## src/rtl/decode_stage_pipe_if.sv

```systemverilog
// Fetch-to-execute handshake bundle for the decode stage.
// The master side drives instructions and out_ready; the slave side is the decode stage.
interface decode_stage_pipe_if #(
    parameter int unsigned XLEN     = 32,
    parameter int unsigned PC_WIDTH = 32
) ();
    logic                in_valid;
    logic                in_ready;
    logic [31:0]         in_inst;
    logic [PC_WIDTH-1:0] in_pc;

    logic                out_valid;
    logic                out_ready;
    logic [PC_WIDTH-1:0] out_pc;
    logic [31:0]         out_inst;
    logic [4:0]          out_rd;
    logic [4:0]          out_rs1;
    logic [4:0]          out_rs2;
    logic [2:0]          out_func3;
    logic [6:0]          out_func7;
    logic [XLEN-1:0]     out_imm;
    logic [12:0]         out_ctrl;

    modport master (
        output in_valid, in_inst, in_pc, out_ready,
        input  in_ready, out_valid, out_pc, out_inst, out_rd, out_rs1, out_rs2,
               out_func3, out_func7, out_imm, out_ctrl
    );

    modport slave (
        input  in_valid, in_inst, in_pc, out_ready,
        output in_ready, out_valid, out_pc, out_inst, out_rd, out_rs1, out_rs2,
               out_func3, out_func7, out_imm, out_ctrl
    );
endinterface

```

## src/rtl/decode_stage_pipe.sv

```systemverilog
// RV32I/Zicsr/Zifencei decode stage: decodes on entry, stores decoded results in a
// 2-entry skid FIFO, and counts accepted illegal instructions (saturating).
module decode_stage_pipe #(
    parameter int unsigned XLEN      = 32,
    parameter int unsigned PC_WIDTH  = 32,
    parameter int unsigned CNT_WIDTH = 16,
    parameter bit          CSR_EN    = 1'b1,
    parameter bit          FENCE_EN  = 1'b1
) (
    input  logic                 clk,
    input  logic                 rst,
    input  logic                 flush,
    decode_stage_pipe_if.slave   bus,
    output logic [CNT_WIDTH-1:0] illegal_cnt
);
    localparam int unsigned CTRL_W = 13;

    localparam logic [6:0] OP_LOAD   = 7'b0000011;
    localparam logic [6:0] OP_FENCE  = 7'b0001111;
    localparam logic [6:0] OP_IMM    = 7'b0010011;
    localparam logic [6:0] OP_AUIPC  = 7'b0010111;
    localparam logic [6:0] OP_STORE  = 7'b0100011;
    localparam logic [6:0] OP_R      = 7'b0110011;
    localparam logic [6:0] OP_LUI    = 7'b0110111;
    localparam logic [6:0] OP_BRANCH = 7'b1100011;
    localparam logic [6:0] OP_JALR   = 7'b1100111;
    localparam logic [6:0] OP_JAL    = 7'b1101111;
    localparam logic [6:0] OP_SYSTEM = 7'b1110011;

    // ctrl bit positions
    localparam int unsigned C_ILLEGAL = 12;
    localparam int unsigned C_FENCE   = 11;
    localparam int unsigned C_CSR     = 10;
    localparam int unsigned C_LUI     = 9;
    localparam int unsigned C_AUIPC   = 8;
    localparam int unsigned C_JAL     = 7;
    localparam int unsigned C_JALR    = 6;
    localparam int unsigned C_BRANCH  = 5;
    localparam int unsigned C_WMEM    = 4;
    localparam int unsigned C_RMEM    = 3;
    localparam int unsigned C_MEM2REG = 2;
    localparam int unsigned C_ALUSRC  = 1;
    localparam int unsigned C_WREG    = 0;

    typedef struct packed {
        logic [PC_WIDTH-1:0] pc;
        logic [31:0]         inst;
        logic [XLEN-1:0]     imm;
        logic [CTRL_W-1:0]   ctrl;
    } entry_t;

    entry_t                 r_head;
    entry_t                 r_tail;
    logic [1:0]             r_count;
    logic                   r_out_valid;
    logic                   r_in_ready;
    logic [CNT_WIDTH-1:0]   r_illegal_cnt;

    logic [6:0]             w_op;
    logic [2:0]             w_f3;
    logic [6:0]             w_f7;
    logic [XLEN-1:0]        w_imm_i;
    logic [XLEN-1:0]        w_imm_s;
    logic [XLEN-1:0]        w_imm_b;
    logic [XLEN-1:0]        w_imm_u;
    logic [XLEN-1:0]        w_imm_j;
    logic [XLEN-1:0]        w_imm_csr;
    logic                   w_illegal;
    logic [CTRL_W-1:0]      w_ctrl;
    logic [XLEN-1:0]        w_imm;
    entry_t                 w_entry;
    logic                   w_acc;
    logic                   w_pop;
    logic [1:0]             w_count_nxt;

    assign w_op = bus.in_inst[6:0];
    assign w_f3 = bus.in_inst[14:12];
    assign w_f7 = bus.in_inst[31:25];

    assign w_imm_i   = XLEN'($signed(bus.in_inst[31:20]));
    assign w_imm_s   = XLEN'($signed({bus.in_inst[31:25], bus.in_inst[11:7]}));
    assign w_imm_b   = XLEN'($signed({bus.in_inst[31], bus.in_inst[7], bus.in_inst[30:25],
                                      bus.in_inst[11:8], 1'b0}));
    assign w_imm_u   = XLEN'($signed({bus.in_inst[31:12], 12'b0}));
    assign w_imm_j   = XLEN'($signed({bus.in_inst[31], bus.in_inst[19:12], bus.in_inst[20],
                                      bus.in_inst[30:21], 1'b0}));
    assign w_imm_csr = XLEN'(bus.in_inst[31:20]);

    // Opcode decode and illegal-encoding detection; illegal entries keep only ctrl[12]
    always_comb begin
        w_ctrl    = '0;
        w_imm     = '0;
        w_illegal = 1'b0;
        if (bus.in_inst[1:0] != 2'b11) begin
            w_illegal = 1'b1;
        end else begin
            unique case (w_op)
                OP_R: begin
                    w_ctrl[C_WREG] = 1'b1;
                    if (w_f7 != 7'b0000000 && w_f7 != 7'b0100000) w_illegal = 1'b1;
                    if (w_f7 == 7'b0100000 && w_f3 != 3'b000 && w_f3 != 3'b101) w_illegal = 1'b1;
                end
                OP_LOAD: begin
                    w_ctrl[C_WREG]    = 1'b1;
                    w_ctrl[C_ALUSRC]  = 1'b1;
                    w_ctrl[C_MEM2REG] = 1'b1;
                    w_ctrl[C_RMEM]    = 1'b1;
                    w_imm             = w_imm_i;
                    if (w_f3 == 3'b011 || w_f3 == 3'b110 || w_f3 == 3'b111) w_illegal = 1'b1;
                end
                OP_IMM: begin
                    w_ctrl[C_WREG]   = 1'b1;
                    w_ctrl[C_ALUSRC] = 1'b1;
                    w_imm            = w_imm_i;
                    if (w_f3 == 3'b001 && w_f7 != 7'b0000000) w_illegal = 1'b1;
                    if (w_f3 == 3'b101 && w_f7 != 7'b0000000 && w_f7 != 7'b0100000)
                        w_illegal = 1'b1;
                end
                OP_STORE: begin
                    w_ctrl[C_ALUSRC] = 1'b1;
                    w_ctrl[C_WMEM]   = 1'b1;
                    w_imm            = w_imm_s;
                    if (w_f3 > 3'b010) w_illegal = 1'b1;
                end
                OP_BRANCH: begin
                    w_ctrl[C_BRANCH] = 1'b1;
                    w_imm            = w_imm_b;
                    if (w_f3 == 3'b010 || w_f3 == 3'b011) w_illegal = 1'b1;
                end
                OP_JAL: begin
                    w_ctrl[C_WREG] = 1'b1;
                    w_ctrl[C_JAL]  = 1'b1;
                    w_imm          = w_imm_j;
                end
                OP_JALR: begin
                    w_ctrl[C_WREG]   = 1'b1;
                    w_ctrl[C_ALUSRC] = 1'b1;
                    w_ctrl[C_JALR]   = 1'b1;
                    w_imm            = w_imm_i;
                    if (w_f3 != 3'b000) w_illegal = 1'b1;
                end
                OP_LUI: begin
                    w_ctrl[C_WREG]   = 1'b1;
                    w_ctrl[C_ALUSRC] = 1'b1;
                    w_ctrl[C_LUI]    = 1'b1;
                    w_imm            = w_imm_u;
                end
                OP_AUIPC: begin
                    w_ctrl[C_WREG]   = 1'b1;
                    w_ctrl[C_ALUSRC] = 1'b1;
                    w_ctrl[C_AUIPC]  = 1'b1;
                    w_imm            = w_imm_u;
                end
                OP_SYSTEM: begin
                    w_ctrl[C_WREG] = 1'b1;
                    w_ctrl[C_CSR]  = 1'b1;
                    w_imm          = w_imm_csr;
                    if (!CSR_EN || w_f3 == 3'b100) w_illegal = 1'b1;
                end
                OP_FENCE: begin
                    w_ctrl[C_FENCE] = 1'b1;
                    if (!FENCE_EN || w_f3 > 3'b001) w_illegal = 1'b1;
                end
                default: w_illegal = 1'b1;
            endcase
        end
        if (w_illegal) begin
            w_ctrl            = '0;
            w_ctrl[C_ILLEGAL] = 1'b1;
            w_imm             = '0;
        end
    end

    assign w_entry = '{pc: bus.in_pc, inst: bus.in_inst, imm: w_imm, ctrl: w_ctrl};

    // Handshake and occupancy; flush blocks acceptance in its own cycle
    always_comb begin
        w_acc       = bus.in_valid & r_in_ready & ~flush;
        w_pop       = r_out_valid & bus.out_ready;
        w_count_nxt = r_count;
        if (flush)               w_count_nxt = 2'd0;
        else if (w_acc && !w_pop) w_count_nxt = r_count + 2'd1;
        else if (w_pop && !w_acc) w_count_nxt = r_count - 2'd1;
    end

    always_ff @(posedge clk or posedge rst) begin
        if (rst) begin
            r_head        <= '0;
            r_tail        <= '0;
            r_count       <= 2'd0;
            r_out_valid   <= 1'b0;
            r_in_ready    <= 1'b1;
            r_illegal_cnt <= '0;
        end else begin
            r_count     <= w_count_nxt;
            r_out_valid <= (w_count_nxt != 2'd0);
            r_in_ready  <= (w_count_nxt != 2'd2);
            // Head always holds the oldest entry so outputs come straight from a register
            unique case (r_count)
                2'd0: if (w_acc) r_head <= w_entry;
                2'd1: begin
                    if (w_acc && w_pop) r_head <= w_entry;
                    else if (w_acc)     r_tail <= w_entry;
                end
                default: if (w_pop) r_head <= r_tail;
            endcase
            if (w_acc && w_ctrl[C_ILLEGAL] && r_illegal_cnt != {CNT_WIDTH{1'b1}})
                r_illegal_cnt <= r_illegal_cnt + CNT_WIDTH'(1);
        end
    end

    assign bus.in_ready  = r_in_ready;
    assign bus.out_valid = r_out_valid;
    assign bus.out_pc    = r_head.pc;
    assign bus.out_inst  = r_head.inst;
    assign bus.out_rd    = r_head.inst[11:7];
    assign bus.out_rs1   = r_head.inst[19:15];
    assign bus.out_rs2   = r_head.inst[24:20];
    assign bus.out_func3 = r_head.inst[14:12];
    assign bus.out_func7 = r_head.inst[31:25];
    assign bus.out_imm   = r_head.imm;
    assign bus.out_ctrl  = r_head.ctrl;
    assign illegal_cnt   = r_illegal_cnt;

endmodule

```

## src/flat_wrapper.sv

```systemverilog
// flat-port wrapper written by rule: the top's interface ports become plain ports
module decode_stage_pipe_flat 
#(
    parameter int unsigned XLEN      = 32,
    parameter int unsigned PC_WIDTH  = 32,
    parameter int unsigned CNT_WIDTH = 16,
    parameter bit          CSR_EN    = 1'b1,
    parameter bit          FENCE_EN  = 1'b1
)
  (clk, rst, flush, illegal_cnt, bus_in_valid, bus_in_inst, bus_in_pc, bus_out_ready, bus_in_ready, bus_out_valid, bus_out_pc, bus_out_inst, bus_out_rd, bus_out_rs1, bus_out_rs2, bus_out_func3, bus_out_func7, bus_out_imm, bus_out_ctrl);
  decode_stage_pipe_if #(.XLEN(XLEN), .PC_WIDTH(PC_WIDTH)) bus_i ();
  input  logic clk;
  input  logic rst;
  input  logic flush;
  output logic [CNT_WIDTH-1:0] illegal_cnt;
  input wire logic [$bits(bus_i.in_valid)-1:0] bus_in_valid;
  input wire logic [$bits(bus_i.in_inst)-1:0] bus_in_inst;
  input wire logic [$bits(bus_i.in_pc)-1:0] bus_in_pc;
  input wire logic [$bits(bus_i.out_ready)-1:0] bus_out_ready;
  output wire logic [$bits(bus_i.in_ready)-1:0] bus_in_ready;
  output wire logic [$bits(bus_i.out_valid)-1:0] bus_out_valid;
  output wire logic [$bits(bus_i.out_pc)-1:0] bus_out_pc;
  output wire logic [$bits(bus_i.out_inst)-1:0] bus_out_inst;
  output wire logic [$bits(bus_i.out_rd)-1:0] bus_out_rd;
  output wire logic [$bits(bus_i.out_rs1)-1:0] bus_out_rs1;
  output wire logic [$bits(bus_i.out_rs2)-1:0] bus_out_rs2;
  output wire logic [$bits(bus_i.out_func3)-1:0] bus_out_func3;
  output wire logic [$bits(bus_i.out_func7)-1:0] bus_out_func7;
  output wire logic [$bits(bus_i.out_imm)-1:0] bus_out_imm;
  output wire logic [$bits(bus_i.out_ctrl)-1:0] bus_out_ctrl;
  assign bus_i.in_valid = bus_in_valid;
  assign bus_i.in_inst = bus_in_inst;
  assign bus_i.in_pc = bus_in_pc;
  assign bus_i.out_ready = bus_out_ready;
  assign bus_in_ready = bus_i.in_ready;
  assign bus_out_valid = bus_i.out_valid;
  assign bus_out_pc = bus_i.out_pc;
  assign bus_out_inst = bus_i.out_inst;
  assign bus_out_rd = bus_i.out_rd;
  assign bus_out_rs1 = bus_i.out_rs1;
  assign bus_out_rs2 = bus_i.out_rs2;
  assign bus_out_func3 = bus_i.out_func3;
  assign bus_out_func7 = bus_i.out_func7;
  assign bus_out_imm = bus_i.out_imm;
  assign bus_out_ctrl = bus_i.out_ctrl;
  decode_stage_pipe #(.XLEN(XLEN), .PC_WIDTH(PC_WIDTH), .CNT_WIDTH(CNT_WIDTH), .CSR_EN(CSR_EN), .FENCE_EN(FENCE_EN)) u_core (.clk(clk), .rst(rst), .flush(flush), .bus(bus_i), .illegal_cnt(illegal_cnt));
endmodule
```

## config.mk

```make
export PLATFORM = sky130hd
export DESIGN_NAME = decode_stage_pipe_flat
export DESIGN_NICKNAME = d
export VERILOG_FILES = /design/src/rtl/decode_stage_pipe_if.sv /design/src/rtl/decode_stage_pipe.sv /design/src/flat_wrapper.sv
export SDC_FILE = /design/constraint.sdc
export NUM_CORES = 1
export LEC_CHECK = 0
export ABC_AREA = 0
export BUFFER_PORTS_ARGS = -buffer_cell sky130_fd_sc_hd__clkbuf_2
export CAP_MARGIN = 20
export CORE_ASPECT_RATIO = 0.5
export CORE_MARGIN = 10
export CORE_UTILIZATION = 59
export CTS_CLUSTER_DIAMETER = 60
export CTS_CLUSTER_SIZE = 16
export DETAILED_ROUTE_END_ITERATION = 16
export MAX_ROUTING_LAYER = met4
export PLACE_DENSITY = 0.92
export SLEW_MARGIN = 10
export SYNTH_ARGS = -nofsm -noshare
export SYNTH_HDL_FRONTEND = slang
export SYNTH_SLANG_ARGS = --single-unit
```

## constraint.sdc

```tcl
create_clock -name clk -period 13.3 [get_ports clk]
set_input_delay 1.33 -clock clk [delete_from_list [all_inputs] [get_ports clk]]
set_output_delay 1.33 -clock clk [all_outputs]
set_load 0.01 [all_outputs]
```

==> results of run 1 <==
[worst min-delay path: cells and delay by family, from the launching register on]
| kind | cells | cell delay, ps |
|---|---|---|
| and+or+nand+nor | 1 | 50 |
| AOI/OAI and AO/OA | 1 | 50 |
| DFF | 1 | 340 |
[sequential cells by signal, summed over array words and instances, names as in the netlist]
name                  count
u_core.bus.out_ctrl      12
u_core.illegal_cnt       16
u_core.bus.out_pc        32
u_core.bus.out_imm       32
u_core.r_count            2
u_core.bus.out_valid      1
u_core.r_tail           108
u_core.bus.in_ready       1
u_core.bus.out_inst      32
[metal layers]
| metal | routed length, microns | track usage (%) | vias up |
|---|---|---|---|
| met2 | 15400 | 42.4 | 495 |
| li1 | - | - | 4326 |
| met5 | 0 | - | - |
| met3 | 2460 | 4.51 | 80 |
| met1 | 11600 | 29.4 | 4619 |
| met4 | 848 | 8.96 | 0 |
[area by class of cell]
cell class	instances	area share (%)
Tap cell	234	2.40
Clock inverter	1	0.246
Timing Repair Buffer	234	10.2
Inverter	4	0.184
Sequential cell	236	48.3
Clock buffer	19	3.89
Multi-Input combinational cell	854	34.7
[worst max path at each step]
| stage | end | from | cells after the start | slack [ps] |
|---|---|---|---|---|
| 6_report | u_core.bus.out_imm[25] | bus_in_inst[4] | 8 | 9770 |
| 5_1_grt | u_core.bus.out_imm[9] | bus_in_valid | 11 | 9560 |
| 4_1_cts | u_core.bus.out_imm[5] | bus_in_valid | 9 | 9480 |
| 3_5_place_dp | u_core.bus.out_imm[5] | bus_in_valid | 10 | 9040 |
| 3_3_place_gp | u_core.bus.out_imm[8] | bus_in_valid | 10 | 9150 |
| 2_1_floorplan | u_core.bus.out_ctrl[0] | rst | 1 | 5500 |
[metrics by stage]
| step | cells | power, mW |
|---|---|---|
| after floorplan | 1212 | 1.65 |
| after global placement | 1560 | 1.90 |
| after detailed placement | 1560 | 1.95 |
| after CTS | 1580 | 2.47 |
| after global routing | 1582 | 2.63 |
| final | 1582 | 2.47 |
[kinds of logic (layout without fill, tap and decap cells)]
kind of cell	count (synthesis)	in the layout	share of synthesized area [%]
AND/OR/NAND/NOR	589	589	23.3
adder cells (fa/ha/maj)	3	3	0.351
multiplexers	1	1	0.105
buffers and inverters	122	258	5.42
AO/OA/AOI/OAI	242	242	14.0
XOR/XNOR	19	19	1.56
flip-flops	236	236	55.2
[cells in the mapped netlist, drive strengths merged (14+ instances only)]
cell type,instances,area [sq um]
nand2,393,1480
dfrtp,235,5880
nor2,87,329
clkbuf,76,285
a31oi,66,413
a21oi,64,320
and3,51,319
buf,42,279
o21ai,41,205
o31ai,41,308
xnor2,18,158
nand3,14,70.1
[power groups by stage]
stage	registers [mW]	logic, mW	clock network, mW
final	1.08	0.877	0.513
after global routing	1.10	0.976	0.549
after CTS	1.07	0.874	0.521
after detailed placement	1.08	0.867	0
after global placement	1.07	0.826	0
after floorplan	1.11	0.538	0
==> impl_metrics.py, run 1 <==
metrics = {
    "power_and_ir_drop": {
        "p_leak_nw": 6.08,
        "vdd_drop_max_uv": 129,
        "comb_power_share_pct": 35.5,
        "power.density_mw_per_mm2": 202,
        "p_sw_uw": 965,
        "cell_internal_pwr_mw": 1.50,
        "p_clk_share_pct": 20.8,
        "p_sw_share_pct": 39.1,
        "seqPwrFrac_pct": 43.7,
    },
    "logic_synthesis": {
        "synth_seq_cells": 236,
        "async_reset_ff_share_pct": 100,
        "synth_edf_count": 0,
        "avgSynthCellArea_sq_um": 8.83,
        "syn_area_sq_mm": 0.0107,
        "yosysWarnings": 0,
        "synth_ff_type": "dfrtp_1",
        "synth_nets": 1284,
        "synth_cell_types": 52,
        "syn_inst": 1212,
        "ys_seq_area_share_pct": 55.2,
    },
    "clocking": {
        "cts_tree": "built",
        "cts_setup_buffers": 0,
        "cts_resized": 0,
        "path_clk_slew_ps": 70,
        "clock-sinks": 236,
        "clockBufferDepth": 3,
        "cts_hold_buf": 0,
        "clock_latency_ps": 490,
        "clock_tree.root_cell": "clkbuf_16",
        "numCtsBuffers": 18,
        "cts_max_level": 1,
    },
    "global_routing": {
        "antenna_found_initial": 0,
        "grtUsageTotal_pct": 24.9,
        "grt_max_degree": 151,
        "grt_pass1_wl_mm": 48.8,
        "grt.overflow.total": 0,
        "first_global_vias": 9702,
    },
    "finish": {
        "area_growth_pct": 14.2,
        "insertedDiodeCount": 0,
        "final_cell_mix": "nand2_1 (393), dfrtp_1 (235), clkbuf_2 (220), nor2_1 (85), a31oi_1 (66)",
        "layout_commonest_cell": "nand2_1",
        "final_layout_size_suffix_gt1_share_pct": 20.0,
        "multi_input_area_sq_mm": 0.00425,
        "final_cell_area_sq_mm": 0.0122,
        "layout.area.seq_sq_mm": 0.00591,
        "fin_util_pct": 69.5,
        "fill_cells": 1276,
        "finalNetCount": 1420,
    },
    "timing": {
        "hold-worst-slack_ps": 473,
        "setup_viol": 0,
        "hold_viol": 0,
        "finalMaxSlewViolations": 0,
        "tightest_slew_ps": 1020,
        "worst_slack_ps": 9770,
        "timing.fmax_mhz": 284,
        "tns_ps": 0,
        "maxSlewHeadroom_pct": 32.3,
        "min_period_ps": 3530,
        "skew_ps": 14.4,
        "rsz0062_at_grt": "false",
        "min_period_over_period_pct": 26.5,
    },
    "worst_setup_path": {
        "crit_path_start_kind": "input pin",
        "regToRegSetupSlack_ps": 10170,
        "path_cells": "clkbuf_2 > nor2b_1 > nor2b_1 > a31oi_1 > nor2b_1 > nor2_1 > a2111o_1 > o21ai_0",
        "critPathMaxStageDelay_ps": 750,
        "slowest_stage": "nor2b_1",
        "worstPathMaxFanout": 16,
        "crit_required_ps": 13690,
        "arrival_ps": 3910,
        "path_buf_inv": 1,
        "reg2reg_from": "u_core.bus.in_ready",
        "crit_family": "simple AND/OR/NAND/NOR gates",
        "cp_common_cell": "nor2b_1",
        "r2r_cells": 9,
        "reg2reg_to": "u_core.bus.out_imm[5]",
        "cp-end-kind": "register",
        "criticalPathCategory": "in2reg",
    },
    "floorplanning": {
        "die_h_microns": 115,
        "rows": 34,
        "io_pins": 221,
        "die_area_sq_mm": 0.0242,
        "die_w_microns": 210,
        "initial_utilization_pct": 60.9,
        "core_area_sq_mm": 0.0176,
    },
    "drt": {
        "num_vias": 9520,
        "drtIter0Drc": 984,
        "routedWlPerCell_microns": 19.2,
        "drc": 0,
        "wirelength_mm": 30.3,
        "drtPass1Iterations": 5,
        "ant_nets": 0,
        "via_per_inst": 6.02,
    },
    "worst_hold_path": {
        "whs_endpoint": "u_core.r_tail[27]",
        "hp-start": "u_core.r_tail[27]",
        "hold_depth": 2,
        "min_path_type": "reg2reg",
    },
    "placement": {
        "placed_area_sq_mm": 0.0117,
        "place_hpwl_mm": 20.0,
        "preCtsSetupSlack_ps": 9040,
        "place.gp.congestion": 0.895,
        "io_buffers": 220,
    },
    "outcome": {
        "status": "complete, no violations",
    },
    "flow_run": {
        "maxCapViolations": 0,
    },
}
Note: power is estimated with default switching activity, not from simulation.
==> run 2: changes to the inputs <==
Settings changed: ABC_AREA 0 to 1, CORE_UTILIZATION 59 to 56, PLACE_DENSITY 0.92 to 0.88.
Clock period 13.3 ns to 3.7 ns, I/O delays scaled along.
==> impl_metrics.py, run 2 <==
metrics = {
    "worst_setup_path": {
        "r2r_cells": 10,
        "worstPathMaxFanout": 86,
        "reg2reg_from": "u_core.r_count[0]",
        "cp-end-kind": "register",
        "crit_path_start_kind": "register",
        "startpoint": "u_core.r_count[0]",
        "regToRegSetupSlack_ps": 1410,
        "criticalPathCategory": "reg2reg",
        "crit_required_ps": 4080,
        "arrival_ps": 2680,
        "reg2reg_to": "u_core.bus.out_imm[18]",
    },
    "logic_synthesis": {
        "synth.most_common_cell": "nand2_1",
        "synth_edf_count": 0,
        "synth_fa_ha_area_share_pct": 0.335,
        "synth_cell_types": 32,
        "ys_seq_area_share_pct": 52.7,
        "async_reset_ff_share_pct": 100,
        "synth_ff_type": "dfrtp_1",
        "syn_area_sq_mm": 0.0112,
        "synth.area.top_cells": "dfrtp_1 (52%), nand2_1 (20%), nor2_1 (5.9%)",
        "synth_top_area_cell": "dfrtp_1",
        "yosys-top-cells-count": "nand2_1 (599), dfrtp_1 (235), nor2_1 (175)",
        "synth_nets": 1520,
        "avgSynthCellArea_sq_um": 7.74,
        "synth_seq_cells": 236,
        "synth_top_family_by_area": "simple AND/OR/NAND/NOR gates",
        "syn_inst": 1448,
        "synth_top_area_share_pct": 52.5,
        "synthSimpleGateAreaFrac_pct": 29.3,
        "synthMuxAreaShare_pct": 0,
        "synth_xor_area_share_pct": 1.17,
        "synth_compound_area_share_pct": 9.17,
        "yosysWarnings": 0,
    },
    "timing": {
        "tightest_slew_ps": 898,
        "min_period_over_period_pct": 62.0,
        "timing.fmax_mhz": 436,
        "min_period_ps": 2290,
        "maxSlewHeadroom_pct": 40.2,
        "setup_viol": 0,
        "worst_slack_ps": 1410,
        "tns_ps": 0,
        "finalMaxSlewViolations": 0,
        "skew_ps": 14.2,
        "hold_viol": 0,
        "rsz0062_at_grt": "false",
    },
    "placement": {
        "dp.cells": 1841,
        "io_buffers": 220,
        "place_hpwl_mm": 20.6,
        "place.gp.congestion": 0.930,
        "preCtsSetupSlack_ps": 968,
    },
    "global_routing": {
        "first_global_vias": 9731,
        "antenna_found_initial": 0,
        "grtUsageTotal_pct": 23.0,
        "grt_max_degree": 108,
        "grt.overflow.total": 0,
        "grt_pass1_wl_mm": 49.2,
    },
    "clocking": {
        "numCtsBuffers": 18,
        "cts_tree": "built",
        "clockBufferDepth": 3,
        "clock_tree.root_cell": "clkbuf_16",
        "cts_resized": 0,
        "clock_latency_ps": 490,
        "path_clk_slew_ps": 70,
        "clock-sinks": 236,
        "cts_max_level": 1,
    },
    "finish": {
        "insertedDiodeCount": 0,
        "final_cell_mix": "nand2_1 (598), dfrtp_1 (235), clkbuf_2 (220), nor2_1 (174), a31oi_1 (70)",
        "layout.cells.non_filler": 1867,
        "finalNetCount": 1668,
        "area_growth_pct": 14.1,
        "largest-register": "u_core.r_tail",
        "fin_util_pct": 65.4,
        "largest_reg_flops": 108,
        "layout_commonest_cell": "nand2_1",
        "final_layout_size_suffix_gt1_share_pct": 18.2,
    },
    "worst_hold_path": {
        "hp-start": "flush",
        "hold_depth": 2,
        "min_path_type": "in2reg",
        "whs_endpoint": "u_core.r_count[0]",
    },
    "power_and_ir_drop": {
        "power.density_mw_per_mm2": 803,
        "p_leak_nw": 6.87,
        "vdd_drop_max_uv": 482,
    },
    "drt": {
        "drtPass1Iterations": 7,
        "num_vias": 10100,
        "routedWlPerCell_microns": 16.1,
        "drc": 0,
        "ant_nets": 0,
        "via_per_inst": 5.40,
        "wirelength_mm": 30.1,
        "drtIter0Drc": 1023,
    },
    "flow_run": {
        "maxCapViolations": 0,
    },
    "floorplanning": {
        "rows": 36,
        "die_h_microns": 120,
        "die_w_microns": 220,
        "io_pins": 221,
        "initial_utilization_pct": 57.3,
        "core_area_sq_mm": 0.0195,
        "die_area_sq_mm": 0.0264,
    },
    "outcome": {
        "status": "complete, no violations",
    },
}
## run 2: changes by cell type after synthesis, sizes merged, moves of 41 or more
cell,delta
o31ai,-41
a21oi,-57
o21ai,+62
nor2,+97
nand2,+221
inv,+64
and3,-50
## run 2: logic make-up (layout without fill, tap and decap cells)
group / after synthesis / in the layout
compound gates: 185 / 185
xor+xnor: 15 / 15
fa+ha+maj: 3 / 3
flops: 236 / 236
simple gates: 835 / 835
buf+inv: 174 / 327
## run 2: what timing repair did
item,4_1_cts,5_1_grt
endpoints found under the hold margin,18,0
buffers inserted,0,0
hold buffers,1,0
## run 2: worst max path at each step
stage / cells after the start / slack [ps] / to
after detailed placement: 12 / 970 / u_core.illegal_cnt[15]
after global routing: 13 / 1110 / u_core.illegal_cnt[11]
final: 10 / 1410 / u_core.bus.out_imm[18]
after CTS: 10 / 1380 / u_core.bus.out_ctrl[10]
after global placement: 12 / 1010 / u_core.illegal_cnt[12]
after floorplan: 1 / 240 / u_core.bus.out_ctrl[0]
## run 2: critical path: stages, from the launching register on
cell     delay [ps]
dfrtp_1         380
inv_1           100
ha_1            220
nor2_4           50
inv_4           220
nand2_1         140
nand2_4          90
buf_4           670
nor2_1           80
nand2_1         130
nand2_1          50
## run 2: final cells by class
cell class	count	area, sq um
Fill cell	1625	6770
Sequential cell	236	5910
Multi-Input combinational cell	1038	4500
Timing Repair Buffer	234	1250
Clock buffer	24	494
Tap cell	266	333
Inverter	68	267
Clock inverter	1	30.0
## run 2: layer usage
metal  track usage (%)  up-vias  wire length [microns]
li1                  -     4837                      -
met1              29.3     4785                  12500
met2              37.6      396                  14700
met3              3.41       68                   2070
met4              6.59        0                    813
met5                 -        -                      0
## run 2: report_power, final
part,switching [mW],total [mW],internal [mW]
logic,2.77,4.23,1.46
registers,0.615,4.14,3.53
clock network,0.889,1.89,1.00
total,4.27,10.3,5.99
## run 2: per-stage QoR
stage | area (sq um) | hold slack, ps | total power [mW]
3_5_place_dp | 12200 | 437 | 8.45
6_report | 12800 | 77.4 | 10.3
3_3_place_gp | 12200 | 434 | 8.27
4_1_cts | 12800 | 54.3 | 10.3
5_1_grt | 12800 | 85.4 | 11.1
2_1_floorplan | 11200 | 442 | 7.03
==> run 3: changes to the inputs <==
Clock period 3.7 ns to 2.2 ns, I/O delays scaled along.
==> impl_metrics.py, run 3 (same netlist as run 2, synthesis figures left out) <==
metrics = {
    "power_and_ir_drop": {
        "p_sw_mw": 7.36,
        "cell_internal_pwr_mw": 10.3,
        "p_clk_share_pct": 18.0,
        "p_sw_share_pct": 41.6,
        "seqPwrFrac_pct": 39.6,
        "vdd_drop_max_uv": 1190,
        "comb_power_share_pct": 42.4,
        "finalPower_mw": 17.7,
        "power.density_mw_per_mm2": 1310,
        "p_leak_nw": 7.17,
    },
    "clocking": {
        "numCtsBuffers": 18,
        "cts_tree": "built",
        "path_clk_slew_ps": 70,
        "clock-sinks": 236,
        "clock_tree.root_cell": "clkbuf_16",
        "clock_latency_ps": 490,
        "clockBufferDepth": 3,
        "cts_max_level": 1,
    },
    "timing": {
        "finalMaxSlewViolations": 0,
        "min_period_over_period_pct": 96.2,
        "min_period_ps": 2120,
        "worst_slack_ps": 84.3,
        "hold_viol": 0,
        "tightest_slew_ps": 618,
        "rsz0062_at_grt": "true",
        "setup_viol": 0,
        "maxSlewHeadroom_pct": 58.8,
        "skew_ps": 11.3,
        "timing.fmax_mhz": 473,
    },
    "placement": {
        "place_hpwl_mm": 21.0,
        "preCtsSetupSlack_ps": 110,
        "io_buffers": 220,
        "dp.cells": 1857,
        "place.gp.congestion": 0.894,
    },
    "floorplanning": {
        "initial_utilization_pct": 57.3,
        "die_area_sq_mm": 0.0264,
        "io_pins": 221,
        "core_area_sq_mm": 0.0195,
        "die_h_microns": 120,
        "die_w_microns": 220,
        "rows": 36,
    },
    "outcome": {
        "status": "complete, no violations",
    },
    "worst_hold_path": {
        "hp-start": "bus_in_inst[10]",
        "hold_depth": 3,
        "min_path_type": "in2reg",
        "whs_endpoint": "u_core.bus.out_inst[10]",
    },
    "finish": {
        "finalNetCount": 1729,
        "area_growth_pct": 20.2,
        "largest-register": "u_core.r_tail",
        "fin_util_pct": 68.9,
        "final_layout_size_suffix_gt1_share_pct": 18.7,
        "layout_commonest_cell": "nand2_1",
        "final_cell_mix": "nand2_1 (598), dfrtp_1 (235), clkbuf_2 (220), nor2_1 (174), a31oi_1 (70)",
        "largest_reg_flops": 108,
        "layout.cells.non_filler": 1929,
        "fill_cells": 1537,
    },
    "drt": {
        "wirelength_mm": 31.9,
        "routedWlPerCell_microns": 16.6,
        "drc": 0,
        "num_vias": 10500,
        "via_per_inst": 5.43,
        "ant_nets": 0,
        "drtIter0Drc": 1138,
        "drtPass1Iterations": 6,
    },
    "global_routing": {
        "antenna_found_initial": 1,
        "grt_max_degree": 126,
        "first_global_vias": 10000,
        "grtUsageTotal_pct": 24.3,
        "grt_pass1_wl_mm": 51.9,
        "grt.overflow.total": 0,
    },
    "worst_setup_path": {
        "worstPathMaxFanout": 15,
        "r2r_cells": 7,
        "arrival_ps": 2530,
        "crit_required_ps": 2610,
        "reg2reg_to": "u_core.illegal_cnt[11]",
        "regToRegSetupSlack_ps": 150,
        "crit_path_start_kind": "input pin",
        "startpoint": "bus_in_inst[1]",
        "cp-end-kind": "register",
        "reg2reg_from": "u_core.illegal_cnt[0]",
        "criticalPathCategory": "in2reg",
    },
    "flow_run": {
        "maxCapViolations": 0,
    },
}
==> run 3: cell count changes in the layout (fill, tap and decap cells not counted), sizes merged <==
cell	delta
nor2	+1
dlygate4sd3	+43
buf	+17
diode	+1
==> run 3: cell type report <==
cell class	instances	area, sq um	share of cell area [%]
Timing Repair Buffer	294	1920	14.2
Multi-Input combinational cell	1039	4510	33.5
Clock inverter	1	30.0	0.223
Tap cell	266	333	2.47
Sequential cell	236	5910	43.9
Clock buffer	24	494	3.67
Antenna cell	1	2.50	0.0186
Inverter	68	267	1.98
==> run 3: worst max-delay path, stage by stage <==
cell and delay (ps):
dlygate4sd3_1 550, clkbuf_2 150, nand2_2 120, nor2_4 240, nand2_2 100, nor2_1 120
nand2_1 80, nand3_2 130, nor2_8 90, nor2_2 510, nand2_1 100, o21ai_1 100
==> run 3: through the flow <==
stage                     TNS [ps]  hold WS [ps]  cell area (sq um)
after detailed placement         0           279              12500
final                            0          6.28              13500
after global routing         -90.5          16.4              13500
after floorplan            -261400           294              11200
after global placement           0           275              12500
after CTS                        0          3.71              13400
==> run 3: worst max-delay path by stage <==
stage | endpoint | slack (ps) | cells past startpoint
2_1_floorplan | u_core.bus.out_ctrl[0] | -1110 | 1
3_5_place_dp | u_core.bus.out_imm[12] | 110 | 12
6_report | u_core.illegal_cnt[11] | 80 | 12
4_1_cts | u_core.bus.out_imm[12] | 80 | 12
3_3_place_gp | u_core.bus.out_imm[19] | 200 | 12
5_1_grt | u_core.bus.out_imm[15] | -40 | 15
==> run 3: what timing repair did <==
action / CTS / global route
setup buffers: 0 / 1
gates resized for setup: 0 / 3
setup endpoints to repair: 0 / 29
hold buffers: 44 / 0
endpoints found under the hold margin: 88 / 0
==> run 3: power by group through the flow <==
stage          logic (mW)  registers, mW  clock network [mW]
3_5_place_dp         7.39           7.03                   0
5_1_grt              8.37           7.20                3.40
3_3_place_gp         7.17           6.96                   0
4_1_cts              7.49           6.97                3.22
6_report             7.49           7.00                3.18
2_1_floorplan        4.54           7.29                   0
==> run 3: per-layer routing <==
metal	routed length (microns)	GRT usage, %
met2	15800	40.2
met5	0	-
met1	13000	30.4
met4	1130	8.38
met3	2040	3.11
